## src/rtl/aud_pkg.sv

```systemverilog
// Shared types and widths for the audio recorder: word/address sizes and controller states.
package aud_pkg;
    localparam int AUD_WORD_W = 16;
    localparam int AUD_ADDR_W = 20;
    localparam int AUD_CNT_W  = 4;

    typedef enum logic [2:0] {
        ST_IDLE   = 3'd0,
        ST_WAIT   = 3'd1,
        ST_RECV   = 3'd2,
        ST_STORE  = 3'd3,
        ST_PAUSED = 3'd4
    } aud_state_e;
endpackage

```

## src/rtl/aud_recorder_if.sv

```systemverilog
// Link between the recorder controller (master) and the serial-in shifter (slave).
interface aud_recorder_if;
    import aud_pkg::*;

    logic                  clr;
    logic                  shift_en;
    logic                  bit_in;
    logic [AUD_WORD_W-1:0] word;
    logic                  last;

    modport master (output clr, output shift_en, output bit_in, input word, input last);
    modport slave  (input clr, input shift_en, input bit_in, output word, output last);
endinterface

```

## src/rtl/i2s_rx_shifter.sv

```systemverilog
// 16-bit serial-in shift register, MSB first, with a bit counter flagging the final bit.
module i2s_rx_shifter
    import aud_pkg::*;
(
    input  logic          i_bclk,
    input  logic          i_rst,
    aud_recorder_if.slave sh
);
    logic [AUD_WORD_W-1:0] r_word;
    logic [AUD_CNT_W-1:0]  r_cnt;

    always_ff @(posedge i_bclk) begin
        if (i_rst || sh.clr) begin
            r_word <= '0;
            r_cnt  <= '0;
        end else if (sh.shift_en) begin
            r_word <= {r_word[AUD_WORD_W-2:0], sh.bit_in};
            r_cnt  <= r_cnt + 1'b1;
        end
    end

    assign sh.word = r_word;
    // High while the bit being shifted in is the 16th of the word.
    assign sh.last = (r_cnt == AUD_CNT_W'(AUD_WORD_W - 1));
endmodule

```

## src/rtl/aud_recorder.sv

```systemverilog
// I2S left-channel recorder: captures 16-bit left samples and writes them to sequential addresses.
//  state  | meaning
//  IDLE   | not recording, waiting for i_start
//  WAIT   | armed, waiting for a left-frame start (LR falling edge)
//  RECV   | shifting in the 16 left-channel bits
//  STORE  | one-cycle write strobe of the captured word
//  PAUSED | recording suspended, address held, waiting for i_start
module aud_recorder
    import aud_pkg::*;
#(
    parameter logic [AUD_ADDR_W-1:0] ADDR_MAX = 20'hFFFFF
) (
    input  logic                  i_bclk,
    input  logic                  i_rst,
    input  logic                  i_lrc,
    input  logic                  i_data,
    input  logic                  i_start,
    input  logic                  i_pause,
    input  logic                  i_stop,
    output logic [AUD_ADDR_W-1:0] o_address,
    output logic [AUD_WORD_W-1:0] o_data,
    output logic                  o_valid,
    output logic                  o_done
);
    aud_state_e            r_state;
    aud_state_e            w_state_nxt;
    logic                  r_lrc_d;
    logic                  r_pause_pend;
    logic [AUD_ADDR_W-1:0] r_addr;
    logic [AUD_WORD_W-1:0] r_data_hold;
    logic                  r_done;
    logic                  w_lframe;
    logic                  w_clr;
    logic                  w_shift;
    logic                  w_at_max;

    aud_recorder_if u_sh_if ();

    i2s_rx_shifter u_shifter (
        .i_bclk (i_bclk),
        .i_rst  (i_rst),
        .sh     (u_sh_if.slave)
    );

    assign u_sh_if.clr      = w_clr;
    assign u_sh_if.shift_en = w_shift;
    assign u_sh_if.bit_in   = i_data;

    assign w_lframe = r_lrc_d & ~i_lrc;
    assign w_at_max = (r_addr == ADDR_MAX);

    always_comb begin
        w_state_nxt = r_state;
        w_clr       = 1'b0;
        w_shift     = 1'b0;
        case (r_state)
            ST_IDLE: begin
                if (!i_stop && i_start) w_state_nxt = ST_WAIT;
            end
            ST_WAIT: begin
                if (i_stop)         w_state_nxt = ST_IDLE;
                else if (i_pause)   w_state_nxt = ST_PAUSED;
                else if (w_lframe) begin
                    w_state_nxt = ST_RECV;
                    w_clr       = 1'b1;
                end
            end
            ST_RECV: begin
                if (i_stop) begin
                    w_state_nxt = ST_IDLE;
                end else begin
                    w_shift = 1'b1;
                    if (u_sh_if.last) w_state_nxt = ST_STORE;
                end
            end
            ST_STORE: begin
                if (i_stop || w_at_max)            w_state_nxt = ST_IDLE;
                else if (r_pause_pend || i_pause)  w_state_nxt = ST_PAUSED;
                else                               w_state_nxt = ST_WAIT;
            end
            ST_PAUSED: begin
                if (i_stop)                  w_state_nxt = ST_IDLE;
                else if (i_start && !i_pause) w_state_nxt = ST_WAIT;
            end
            default: w_state_nxt = ST_IDLE;
        endcase
    end

    always_ff @(posedge i_bclk) begin
        if (i_rst) begin
            r_state      <= ST_IDLE;
            r_lrc_d      <= 1'b1;
            r_pause_pend <= 1'b0;
            r_addr       <= '0;
            r_data_hold  <= '0;
            r_done       <= 1'b0;
        end else begin
            r_state <= w_state_nxt;
            r_lrc_d <= i_lrc;
            r_done  <= (r_state == ST_STORE) && !i_stop && w_at_max;

            if (r_state == ST_IDLE && w_state_nxt == ST_WAIT) r_addr <= '0;
            else if (r_state == ST_STORE && w_state_nxt != ST_IDLE) r_addr <= r_addr + 1'b1;

            if (r_state == ST_STORE) r_data_hold <= u_sh_if.word;

            // A pause request seen mid-word is remembered until the word has been stored.
            if (r_state == ST_STORE || w_state_nxt == ST_PAUSED || w_state_nxt == ST_IDLE)
                r_pause_pend <= 1'b0;
            else if ((r_state == ST_WAIT || r_state == ST_RECV) && i_pause)
                r_pause_pend <= 1'b1;
        end
    end

    assign o_address = r_addr;
    assign o_valid   = (r_state == ST_STORE);
    assign o_data    = (r_state == ST_STORE) ? u_sh_if.word : r_data_hold;
    assign o_done    = r_done;
endmodule
```

## config.mk

```make
export PLATFORM = sky130hd
export DESIGN_NAME = aud_recorder
export DESIGN_NICKNAME = d
export VERILOG_FILES = /design/src/rtl/aud_pkg.sv /design/src/rtl/aud_recorder_if.sv /design/src/rtl/i2s_rx_shifter.sv /design/src/rtl/aud_recorder.sv
export SDC_FILE = /design/constraint.sdc
export NUM_CORES = 1
export LEC_CHECK = 0
export ABC_AREA = 1
export BUFFER_PORTS_ARGS = -buffer_cell sky130_fd_sc_hd__buf_4
export CORE_ASPECT_RATIO = 1.25
export CORE_MARGIN = 3
export CORE_UTILIZATION = 38
export DETAILED_ROUTE_END_ITERATION = 8
export MAX_ROUTING_LAYER = met4
export PLACE_DENSITY = 0.61
export SLEW_MARGIN = 5
export SYNTH_ARGS = -nofsm -noshare
export SYNTH_HDL_FRONTEND = slang
export SYNTH_HIERARCHICAL = 1
export SYNTH_SLANG_ARGS = --single-unit
```

## constraint.sdc

```tcl
create_clock -name i_bclk -period 5.08 [get_ports i_bclk]
set_clock_uncertainty 0.15 [all_clocks]
set_input_delay 0.254 -clock i_bclk [delete_from_list [all_inputs] [get_ports i_bclk]]
set_output_delay 0.254 -clock i_bclk [all_outputs]
set_load 0.01 [all_outputs]
```

# [Word-level counts from Yosys, hierarchy flattened]
# Cells that the tools add are included.
[word_totals] elab_cells=58 inputBits=7 out_inout_bits=38 reg_bits=62
[classes] eq_ne=8 reduce_logical=20 bitwise_logic=2 addsub=2 muxes=18
[ops] cell="3-bit two-way mux" n=10
[ops] cell="20-bit by 1-bit adder with 20-bit output (second input constant)" n=1
[ops] cell="20-bit equality test (second input constant)" n=1
[ops] cell="16-bit two-way mux" n=1
[ops] cell="3-bit one-hot mux with 5 select lines" n=1
[ops] cell="1-bit logical AND" n=7
[ops] cell="3-bit by 1-bit equality test with 1-bit output (second input constant)" n=2
[ops] cell="3-bit by 2-bit equality test with 1-bit output (second input constant)" n=2
[ops] cell="3-bit equality test (second input constant)" n=2
[ops] cell="3-bit logical NOT" n=2
[ops] cell="1-bit logical OR" n=6
[ops] cell="1-bit two-way mux" n=6
[ops] cell="4-bit by 1-bit adder with 4-bit output (second input constant)" n=1
[ops] cell="4-bit equality test (second input constant)" n=1
[ops] cell="2-bit OR reduction" n=2
[ops] cell="3-bit nonzero test" n=1
[ops] cell="1-bit logical NOT" n=2
[ops] cell="1-bit AND" n=1
[ops] cell="1-bit inverter" n=1

# [Depth between registers and ports, before layout]
# Gate-level depths: netlist (run 1).
[depth] word_depth=10 mapped_depth=13 depth_no_buf=12

# [By module]
# Netlist (run 1), hierarchy kept.
[by_module_without_submodules] module="aud_recorder" cells_each=319 area_per_inst_um2=2359.8 seq_area_each_um2=840.8 instances=1
[by_module_without_submodules] module="i2s_rx_shifter" cells_each=94 area_per_inst_um2=733.2 seq_area_each_um2=400.4 instances=1

# [Least setup slack after synthesis (run 1)]
# No wires, ideal clock.
[synth_path] kind="register -> register" from="register r_addr[0] (netlist: o_address[0])" to="register r_addr[3] (netlist: o_address[3])" slack_ps=3097 t_required_ps=4817 n_path_buf=2 synth_period_minus_slack_ps=1983 path_stages_with_launch=11 t_arrival_ps=1720 setup_time_ps=113 path_cell_list="dfxtp_1 -> ha_1 -> nand3_2 -> nor2_1 -> nand3_2 -> a21oi_1 -> nand3_2 -> buf_6 -> buf_12 -> a21oi_2 -> nor2_1"
[synth_via] elab_chain_len=7 elab_cells_between_ends=10 cone_classes="add/sub (1); eq/ne (2); mux (2); reduce/logical (5)"
[synth_lines] item="start, declared" line_no="aud_recorder.sv:29" text="logic [AUD_ADDR_W-1:0] r_addr;"
[synth_lines] item="start signal, assigned" line_no="aud_recorder.sv:103" text="else if (r_state == ST_STORE && w_state_nxt != ST_IDLE) r_addr <= r_addr + 1'b1;"
[synth_lines] item="20-bit equality test" line_no="aud_recorder.sv:50" text="assign w_at_max = (r_addr == ADDR_MAX);"
[synth_lines] item="1-bit logical OR" line_no="aud_recorder.sv:77" text="if (i_stop || w_at_max) w_state_nxt = ST_IDLE;"
[synth_lines] item="3-bit two-way mux" line_no="aud_recorder.sv:77"
[synth_lines] item="3-bit one-hot mux with 5 select lines" line_no="aud_recorder.sv:56" text="case (r_state)"
[synth_lines] item="3-bit by 1-bit equality test with 1-bit output" line_no="aud_recorder.sv:102" text="if (r_state == ST_IDLE && w_state_nxt == ST_WAIT) r_addr <= '0;"
[synth_lines] item="1-bit logical AND" line_no="aud_recorder.sv:102"
[synth_lines] item="2-bit OR reduction (no line)"
# Parallel ways exist; a longest one is shown, timed or not.
# A chain may end at the register's enable or synchronous reset.

# [Worst setup path in the final report (run 1)]
[layout_path] from="register r_addr[0] (netlist: o_address[0])" to="register r_addr[1] (netlist: o_address[1])"
# Same word-level chain as after synthesis.

==> results of run 1 <==
-- repair_timing --
action / in CTS / in global routing
hold buffers: 2 / 0
gates resized for setup: 0 / 0
hold endpoints to repair: 2 / 0
-- worst register-to-register path, delay by kind of cell, from the launching register on --
family,cells,cell delay [ps]
AND/OR/NAND/NOR,6,1620
flip-flops,1,400
AO/OA/AOI/OAI,2,340
adder cells (fa/ha/maj),1,220
-- final cells by class --
class	instances	share of cell area
multi-input cells	278	0.4135
well taps	95	0.03274
flip-flops and latches	62	0.3418
repair buffers	47	0.09855
clock inverters	7	0.02033
clock buffers	9	0.03411
inverters	57	0.05892
-- registers in the layout, indices dropped and copies added, names as in the netlist --
name,count
o_address,20
o_done,1
u_shifter/r_cnt,4
u_shifter/sh.word,16
r_data_hold,16
r_state,3
r_pause_pend,1
r_lrc_d,1
-- worst max-delay path by stage --
stage	start	to	slack, ps	depth (start not counted)
global route	o_address[0]$_SDFFE_PP0P_	o_address[1]$_SDFFE_PP0P_	1960	9
floorplan	o_address[0]$_SDFFE_PP0P_	o_address[3]$_SDFFE_PP0P_	3100	10
CTS	o_address[0]$_SDFFE_PP0P_	o_address[1]$_SDFFE_PP0P_	2210	9
detailed placement	o_address[0]$_SDFFE_PP0P_	o_address[1]$_SDFFE_PP0P_	2260	9
finish	o_address[0]$_SDFFE_PP0P_	o_address[1]$_SDFFE_PP0P_	2270	9
global placement	o_address[0]$_SDFFE_PP0P_	o_address[0]$_SDFFE_PP0P_	2370	9
-- per-layer routing --
| layer | vias up | global-route usage |
|---|---|---|
| li1 | 1376 | - |
| met1 | 1162 | 0.1778 |
| met2 | 50 | 0.2358 |
| met3 | 14 | 0.02998 |
| met4 | 0 | 0.06682 |
| met5 | - | - |
-- where the power goes --
part / internal (µW) / switching (µW) / leakage [µW]
Clock: 227 / 206 / 0.0000879
Sequential: 487 / 1.43 / 0.000500
Combinational: 11.2 / 29.7 / 0.00112
-- metrics by stage --
| stage | cells | utilization | setup WS [ps] |
|---|---|---|---|
| finish | 555 | 0.4633 | 2275 |
| CTS | 555 | 0.4633 | 2214 |
| detailed placement | 537 | 0.4355 | 2261 |
| global placement | 537 | 0.4355 | 2366 |
| floorplan | 413 | - | 3097 |
| global route | 555 | 0.4633 | 1957 |
-- cell families after synthesis --
logic type	share of synthesized area
compound gates	0.1149
xor+xnor	0.002832
fa+ha+maj	0.008089
buf+inv	0.1133
flops	0.4013
simple gates	0.3596
-- Yosys cell counts, types with 3 or more instances --
library cell	number	area (µm²)
dfxtp_1	62	1241
nand2_2	3	18.77
nor3_1	6	30.03
inv_1	52	195.2
nor2_2	4	25.02
nor2_1	73	274.0
a21oi_2	13	113.9
clkbuf_1	4	15.01
nand3_2	20	200.2
nor2_4	4	45.04
o21ai_1	6	30.03
inv_2	4	15.01
buf_4	4	30.03
or2_0	4	25.02
nand2_1	68	255.2
nand3_1	10	50.05
a21oi_1	11	55.05
o21ai_0	27	135.1
or2_2	13	81.33
buf_6	3	33.78
==> metrics.csv, run 1 <==
stage,metric,value,unit
sta,endpoints failing hold,0,
route,DRT iter0 DRCs,70,
power,Cell Pwr Density,265.0,mW/mm²
setup_path,"Worst Path Class, Setup",reg2reg,
sta,Max Freq,356.5,MHz
setup_path,Crit path buffers/inverters,0,
setup_path,R2R Setup Slk,2270,ps
route,Top Layer Used,met4,
route,via density per instance,4.688,
synthesis,Mapped Cells,413,
route,detailed-route via count,2602,
setup_path,"most used cell, CP",nand3_2,
cts,worst skew pair latency,340,ps
floorplanning,die area,0.009265,mm²
setup_path,r2r startpoint,o_address[0]$_SDFFE_PP0P_,
setup_path,CP required,5180,ps
synthesis,Cell variety after synth,37,
sta,Hold WS,37.41,ps
sta,Fin Setup TNS,0,ps
grt,initial antenna violation count,0,
sta,measured slew at the worst slew-check pin,1038,ps
setup_path,CP arrival,2900,ps
cells_and_area,Area Growth Syn to Fin,17.39,%
synthesis,register area share after synthesis,0.4013,
route,met3 wire len,324,µm
flow_run,Max-Cap Viols,0,
floorplanning,starting density of the core,0.3946,
min_path,min-delay worst type,in2reg,
route,met1 WL,2903,µm
sta,RSZ-0062 raised after global routing,false,
run_status,run status,finished clean,
cells_and_area,n_diodes,0,
route,Detailed Routing Iterations Pass 1,4,
min_path,hold path depth,2,
cts,CTS root buf,clkbuf_8,
sta,final setup violating endpoints,0,
floorplanning,boundary pin count,45,
floorplanning,core box area,0.007838,mm²
min_path,Min-Delay Startpoint,i_stop,
synthesis,"Avg Cell Area, Syn",7.489,µm²
route,final WL,6284,µm
cts,setup bufs post-CTS,0,
cells_and_area,fill cell count,818,
placement,dpl hpwl,4355,µm
power,VDD IR max,0.1411,mV
sta,period utilization,0.5522,
cells_and_area,layout cell share with drive strength beyond 1,0.2783,
synthesis,Most used DFF post-synth,dfxtp_1,
setup_path,delay of the slowest cell on the worst path,750,ps
floorplanning,DIE WIDTH,86.70,µm
power,leakage power,0.001710,µW
synthesis,Synthesis Warnings,6,
synthesis,cell area after synthesis,0.003093,mm²
setup_path,Crit path max-delay family,simple AND/OR/NAND/NOR gates,
cells_and_area,Total Nets Final,464,
cells_and_area,final instance area,0.003631,mm²
cells_and_area,Multi-input gate area,0.001501,mm²
route,DRC viols,0,
route,met2 WL,2950,µm
placement,placed cell area,0.003413,mm²
min_path,Worst Hold End,o_done$_SDFF_PP0_,
setup_path,CP startpoint kind,flip-flop,
floorplanning,num rows,36,
grt,first-pass GRT wire length,10800,µm
setup_path,crit end category,flip-flop,
setup_path,Worst R2R End,o_address[1]$_SDFFE_PP0P_,
grt,vias in the first global route,2419,
cts,H-Tree Depth,3,
sta,Slew headroom,0.3057,
synthesis,"EDFF count, synth",0,
power,Final Power,962.2,µW
grt,GR Overflow Total,0,
route,drt wl/cell,11.32,µm
setup_path,"Critical Path, Cell by Cell","ha_1, nand3_2, nor2_1, nand3_2, a21oi_1, nand3_2, nand2_1, nand2_1, a21oi_2",
cells_and_area,sequential cell area,0.001241,mm²
placement,Placer Congestion,0.8284,
setup_path,CP max-delay cell,nand3_2,
grt,Tot GR Track Use,0.1474,
setup_path,Register-to-Register Path Depth,9,
synthesis,register bit total from synthesis,62,
grt,largest net degree at the start of global routing,39,
sta,"Slew Viols, Final",0,
placement,IO Port Bufs,44,
floorplanning,Die Y,106.9,µm
cts,CTS tree,yes,
synthesis,Post-synth ARST share,0,
sta,crit path time final,2805,ps
setup_path,crit path max fanout,38,
route,final antenna-violating net count,0,
cts,Sink Count,62,
cells_and_area,"commonest non-fill, non-tap cells in the layout","nor2_1, nand2_1, dfxtp_1",
cells_and_area,"commonest non-fill, non-tap cell in the layout",nor2_1,
synthesis,syn nets,422,
cts,"Reg clk slew, reported paths",80,ps
cts,CTS max path bufs,2,
cts,CTS buffer count,9,
Power figures use the tool's default switching activity.
==> run 2, diff against run 1 <==
Clock period 5.08 ns to 2.75 ns, I/O delays scaled along.
==> metrics.csv, run 2 (synthesized netlist as in run 1, its figures left out) <==
stage,metric,value,unit,change
setup_path,CP arrival,2160,ps,-740 ps
route,drt wl/cell,11.71,µm,+3.4%
cells_and_area,max reg flops,20,,unchanged
sta,final setup violating endpoints,0,,unchanged
sta,period utilization,0.8901,,
setup_path,R2R Setup Slk,470,ps,-1800 ps
route,final antenna-violating net count,0,,unchanged
sta,measured slew at the worst slew-check pin,657.6,ps,-380.0 ps
cts,number of gates resized after cts,0,,unchanged
floorplanning,starting density of the core,0.3946,,unchanged
power,VDD IR max,0.3548,mV,+150%
cells_and_area,"commonest non-fill, non-tap cells in the layout","nor2_1, nand2_1, dfxtp_1",,
setup_path,r2r startpoint,o_address[0]$_SDFFE_PP0P_,,
min_path,Min-Delay Startpoint,i_start,,
setup_path,"Critical Path, Cell by Cell","inv_2, nand3_4, inv_1, or2_2, o21ai_0, inv_1, buf_4",,
floorplanning,Die Y,106.9,µm,unchanged
floorplanning,die area,0.009265,mm²,unchanged
sta,Slew headroom,0.5611,,+0.2554
cts,CTS tree,yes,,
sta,endpoints failing hold,0,,unchanged
cells_and_area,final instance area,0.003699,mm²,+1.9%
floorplanning,num rows,36,,unchanged
setup_path,Crit path buffers/inverters,4,,+4
cts,CTS root buf,clkbuf_8,,
cts,setup bufs post-CTS,0,,unchanged
setup_path,"Worst Path Class, Setup",reg2out,,
setup_path,delay of the slowest cell on the worst path,480,ps,-270 ps
floorplanning,DIE WIDTH,86.70,µm,unchanged
floorplanning,core box area,0.007838,mm²,unchanged
placement,Placer Congestion,0.7984,,-3.6%
cells_and_area,Total Nets Final,471,,+1.5%
sta,Max Freq,408.6,MHz,
setup_path,"most used cell, CP",inv_1,,
grt,first-pass GRT wire length,11070,µm,+2.5%
cts,CTS max path bufs,2,,unchanged
cells_and_area,"commonest non-fill, non-tap cell in the layout",nor2_1,,
min_path,Worst Hold End,o_address[9]$_SDFFE_PP0P_,,
sta,"Slew Viols, Final",0,,unchanged
cts,worst skew pair latency,340,ps,about the same
setup_path,crit path max fanout,22,,-42%
route,DRT iter0 DRCs,108,,+54%
grt,global routing met2 resource utilization,0.2566,,+0.02079
grt,met1 usage,0.1782,,+0.0003928
cells_and_area,layout cell share with drive strength beyond 1,0.2827,,+0.004394
run_status,run status,finished clean,,
grt,grt peak-use layer,met2,,
setup_path,CP startpoint kind,flip-flop,,
cells_and_area,Area Growth Syn to Fin,19.58,%,
cells_and_area,n_diodes,0,,unchanged
grt,Tot GR Track Use,0.1521,,+0.004714
power,leakage power,0.001754,µW,+2.6%
flow_run,Max-Cap Viols,0,,unchanged
route,final WL,6581,µm,+4.7%
setup_path,Register-to-Register Path Depth,10,,+1
cts,H-Tree Depth,3,,unchanged
placement,placed cell area,0.003443,mm²,+0.88%
setup_path,Crit path max-delay family,buffers and inverters,,
setup_path,CP max-delay cell,dfxtp_1,,
cts,CTS buffer count,9,,unchanged
placement,dpl hpwl,4455,µm,+2.3%
power,Cell Pwr Density,493.8,mW/mm²,+86%
floorplanning,boundary pin count,45,,unchanged
route,via density per instance,4.738,,+1.1%
setup_path,crit end category,output port,,
sta,crit path time final,2448,ps,
cts,"Reg clk slew, reported paths",80,ps,about the same
grt,initial antenna violation count,0,,unchanged
grt,largest net degree at the start of global routing,33,,-15%
cts,Sink Count,62,,unchanged
grt,vias in the first global route,2494,,+3.1%
route,detailed-route via count,2663,,+2.3%
route,DRC viols,0,,unchanged
route,Detailed Routing Iterations Pass 1,4,,unchanged
grt,grt met3 use,0.04074,,+0.01076
min_path,hold path depth,4,,+2
setup_path,CP required,2460,ps,-2720 ps
placement,IO Port Bufs,44,,unchanged
grt,GR Overflow Total,0,,unchanged
cts,cts hold-fix bufs,5,,+3
sta,RSZ-0062 raised after global routing,false,,
sta,Hold WS,86.11,ps,+48.69 ps
setup_path,Worst R2R End,o_address[17]$_SDFFE_PP0P_,,
min_path,min-delay worst type,in2reg,,
sta,Fin Setup TNS,0,ps,unchanged
-- run 2: cell types whose count changed in the layout (fill, tap and decap cells not counted) --
cell and change:
inv_6 +1, clkinv_4 +3, clkinvlp_4 -3, buf_4 +4, dlygate4sd3_1 +3, clkinv_2 -1
-- run 2: worst max-delay path by stage --
stage	start	to	slack, ps	cells after the start
4_1_cts	r_state[2]$_SDFF_PP0_	o_data[15]	270	7
3_5_place_dp	o_address[0]$_SDFFE_PP0P_	o_address[17]$_SDFFE_PP0P_	480	10
6_report	r_state[2]$_SDFF_PP0_	o_data[15]	300	7
2_1_floorplan	o_address[0]$_SDFFE_PP0P_	o_address[3]$_SDFFE_PP0P_	770	10
5_1_grt	r_state[2]$_SDFF_PP0_	o_data[15]	100	7
3_3_place_gp	o_address[0]$_SDFFE_PP0P_	o_address[19]$_SDFFE_PP0P_	550	10
-- run 2: stage by stage --
step | power (µW) | std cells | setup WS [ps] | util
finish | 1826 | 562 | 302.3 | 0.4719
global route | 1899 | 562 | 101.2 | 0.4719
CTS | 1846 | 562 | 272.2 | 0.4719
detailed placement | 1003 | 541 | 484.0 | 0.4393
global placement | 1002 | 541 | 545.4 | 0.4393
floorplan | 993.8 | 413 | 767.1 | -
-- run 2: area by class of cell --
cell class	instances	area [µm²]
fillers	811	4139
flip-flops and latches	62	1241
well taps	95	118.9
multi-input cells	278	1501
repair buffers	54	417.9
clock buffers	9	123.9
clock inverters	7	81.33
inverters	57	214.0
-- run 2: report_power, final --
group          switching (µW)  leakage (µW)  internal [µW]
Clock                     410      0.000100            429
Combinational            57.3       0.00115           27.3
Sequential               2.60      0.000500            900
Total                     470       0.00175           1360
-- run 2: layer usage --
layer / part of all wire / wire length, µm
met1: 0.45 / 2962
met2: 0.49 / 3223
met3: 0.052 / 342
met4: 0.0079 / 52
met5: 0 / 0
-- run 2: worst min-delay path, cell delays in order --
cell and delay (ps):
buf_4 100, a31oi_1 170, nand2_1 90, nor2_1 30
==> run 3, diff against run 2 <==
Settings changed: SYNTH_HIERARCHICAL 1 to not set.
==> metrics.csv, run 3 <==
stage,metric,value,unit,change
run_status,run status,finished clean,,
power,Cell Pwr Density,481.5,mW/mm²,-2.5%
sta,RSZ-0062 raised after global routing,false,,
setup_path,CP required,2890,ps,+430 ps
floorplanning,boundary pin count,45,,unchanged
cells_and_area,fin util,0.4751,,+0.003176
route,DRC viols,0,,unchanged
route,via density per instance,4.777,,+0.81%
grt,GR Overflow Total,0,,unchanged
placement,Placer Congestion,0.7939,,-0.56%
grt,first-pass GRT wire length,11140,µm,+0.69%
cells_and_area,final instance area,0.003745,mm²,+1.3%
sta,period utilization,0.8143,,-0.07576
sta,Max Freq,446.6,MHz,+9.3%
synthesis,cell area after synthesis,0.003100,mm²,+0.24%
route,final WL,6604,µm,+0.35%
cells_and_area,n_diodes,0,,unchanged
min_path,min-delay worst type,in2reg,,
cts,"Reg clk slew, reported paths",70,ps,about the same
cts,worst skew pair latency,350,ps,about the same
synthesis,Synth top area share,0.4003,,-0.0009717
sta,Slew headroom,0.6192,,+0.05814
power,Comb pwr share,0.041,,-0.005
sta,"Slew Viols, Final",0,,unchanged
synthesis,Post-synth ARST share,0,,unchanged
grt,Tot GR Track Use,0.1548,,+0.002700
cts,H-Tree Depth,3,,unchanged
setup_path,"Worst Path Class, Setup",reg2reg,,
power,VDD IR max,0.2481,mV,-30%
synthesis,"Avg Cell Area, Syn",7.312,µm²,-2.4%
power,sw frac,0.2399,,-0.01731
cts,setup bufs post-CTS,0,,unchanged
synthesis,Synthesis Warnings,0,,-6
synthesis,syn nets,433,,+2.6%
sta,final worst setup slack,510.7,ps,+208.3 ps
grt,grt met3 use,0.04689,,+0.006149
cts,CTS root buf,clkbuf_8,,
synthesis,Most used DFF post-synth,dfxtp_1,,
route,detailed-route via count,2737,,+2.8%
synthesis,most frequent cells after synthesis,"nand2_1, dfxtp_1, inv_1",,
grt,vias in the first global route,2515,,+0.84%
cells_and_area,"commonest non-fill, non-tap cells in the layout","nand2_1, dfxtp_1, inv_1",,
synthesis,Mapped Cells,424,,+2.7%
setup_path,CP arrival,2370,ps,+210 ps
setup_path,r2r startpoint,o_address[0]$_SDFFE_PP0P_,,
grt,met1 usage,0.1771,,-0.001125
placement,DP Worst Slack,498.5,ps,+14.54 ps
grt,grt peak-use layer,met2,,
synthesis,register area share after synthesis,0.4003,,-0.0009717
cells_and_area,"commonest non-fill, non-tap cell in the layout",nand2_1,,
grt,initial antenna violation count,0,,unchanged
power,Sequential Power Share,0.500,,+0.006
floorplanning,core box area,0.007883,mm²,+0.57%
cts,CTS max path bufs,2,,unchanged
setup_path,CP startpoint kind,flip-flop,,
synthesis,most common cell in the netlist,nand2_1,,
placement,placed cell area,0.003497,mm²,+1.6%
power,part of the power in the clock network,0.459,,about the same
floorplanning,DIE WIDTH,86.79,µm,+0.11%
cts,number of gates resized after cts,0,,unchanged
cts,CTS tree,yes,,
cells_and_area,max reg flops,20,,unchanged
cts,CTS buffer count,9,,unchanged
synthesis,Synth area leaders,"dfxtp_1, nand2_1, nand3_2, inv_1, nor2_1",,
setup_path,CP startpoint,o_address[0]$_SDFFE_PP0P_,,
power,leakage power,0.001633,µW,-6.9%
placement,IO Port Bufs,44,,unchanged
power,internal cell power,1370,µW,+1.0%
setup_path,crit end category,flip-flop,,
route,DRT iter0 DRCs,172,,+59%
power,net switching power,432.6,µW,-7.9%
floorplanning,die area,0.009286,mm²,+0.23%
setup_path,R2R Setup Slk,510,ps,+40 ps
cts,Sink Count,62,,unchanged
synthesis,Cell variety after synth,27,,-27%
power,Final Power,1803,µW,-1.3%
grt,global routing met2 resource utilization,0.2514,,-0.005207
synthesis,Synth area leader,dfxtp_1,,
cells_and_area,Area Growth Syn to Fin,20.78,%,
cells_and_area,layout cell share with drive strength beyond 1,0.2992,,+0.01651
synthesis,"EDFF count, synth",0,,unchanged
cells_and_area,Total Nets Final,482,,+2.3%
sta,crit path time final,2239,ps,-208.3 ps
floorplanning,starting density of the core,0.3933,,-0.001303
synthesis,register bit total from synthesis,62,,unchanged
setup_path,crit path max fanout,38,,+73%
route,drt wl/cell,11.53,µm,-1.6%
floorplanning,num rows,36,,unchanged
route,Detailed Routing Iterations Pass 1,4,,unchanged
floorplanning,Die Y,107.0,µm,+0.12%
placement,dpl hpwl,4710,µm,+5.7%
sta,endpoints failing hold,0,,unchanged
sta,Fin Setup TNS,0,ps,unchanged
cts,cts hold-fix bufs,4,,-1
route,final antenna-violating net count,0,,unchanged
flow_run,Max-Cap Viols,0,,unchanged
sta,measured slew at the worst slew-check pin,570.5,ps,-87.11 ps
min_path,Min-Delay Startpoint,i_pause,,
grt,largest net degree at the start of global routing,39,,+18%
sta,final setup violating endpoints,0,,unchanged
run 3: cell types whose count changed in the layout (fill, tap and decap cells not counted), sizes merged, moves of 2 or more:
cell   delta
nand3     +3
or2       +2
o21ai    -14
nand4     +2
nand2    +30
inv       +2
nor2     -30
a21oi    +19
run 3: kinds of logic after synthesis:
kind of cell / Yosys count / synth area share
buffers and inverters: 75 / 0.1029
AND/OR/NAND/NOR: 221 / 0.3612
XOR/XNOR: 2 / 0.005651
adder cells (fa/ha/maj): 2 / 0.008070
flip-flops: 62 / 0.4003
AO/OA/AOI/OAI: 62 / 0.1219
run 3: worst max-delay path: stages, from the launching register on:
cell and delay (ps):
dfxtp_1 410, ha_1 220, inv_1 60, nor2_1 100
nand2_1 70, nor2_2 140, nand2_1 110, a21oi_2 190
nand3_2 80, buf_4 280, nand2_1 160, nand2_1 80
a21oi_2 110
run 3: per-stage QoR:
stage          hold WS [ps]  instances
3_3_place_gp          194.8        553
5_1_grt               175.7        573
4_1_cts               153.2        573
6_report              181.9        573
3_5_place_dp          197.9        553
2_1_floorplan         65.95        424
run 3: per-layer routing:
| metal | share of wire | vias up |
|---|---|---|
| li1 | - | 1429 |
| met3 | 0.043 | 12 |
| met5 | 0 | - |
| met2 | 0.49 | 48 |
| met4 | 0.018 | 0 |
| met1 | 0.45 | 1248 |
run 3: worst paths after layout:
path,end,cells after the start
setup / recovery,o_address[2]$_SDFFE_PP0P_,12
hold / removal,r_state[2]$_SDFF_PP0_,5
setup reg to reg,o_address[2]$_SDFFE_PP0P_,12
hold reg to reg,u_shifter.sh.word[15]$_SDFFE_PP0P_,2
run 3: area by class of cell:
class | instances | area (µm²)
Timing Repair Buffer | 54 | 415.4
Clock buffer | 10 | 137.6
Fill cell | 794 | 4138
Clock inverter | 6 | 70.07
Sequential cell | 62 | 1241
Multi-Input combinational cell | 287 | 1540
Inverter | 59 | 221.5
Tap cell | 95 | 118.9
run 3: power groups by stage:
| stage | combinational [µW] | clock, µW | sequential [µW] |
|---|---|---|---|
| global placement | 69.0 | 0 | 922 |
| floorplan | 55.5 | 0 | 922 |
| global route | 81.7 | 899 | 901 |
| finish | 73.8 | 828 | 901 |
| detailed placement | 69.8 | 0 | 922 |
| CTS | 75.0 | 857 | 901 |
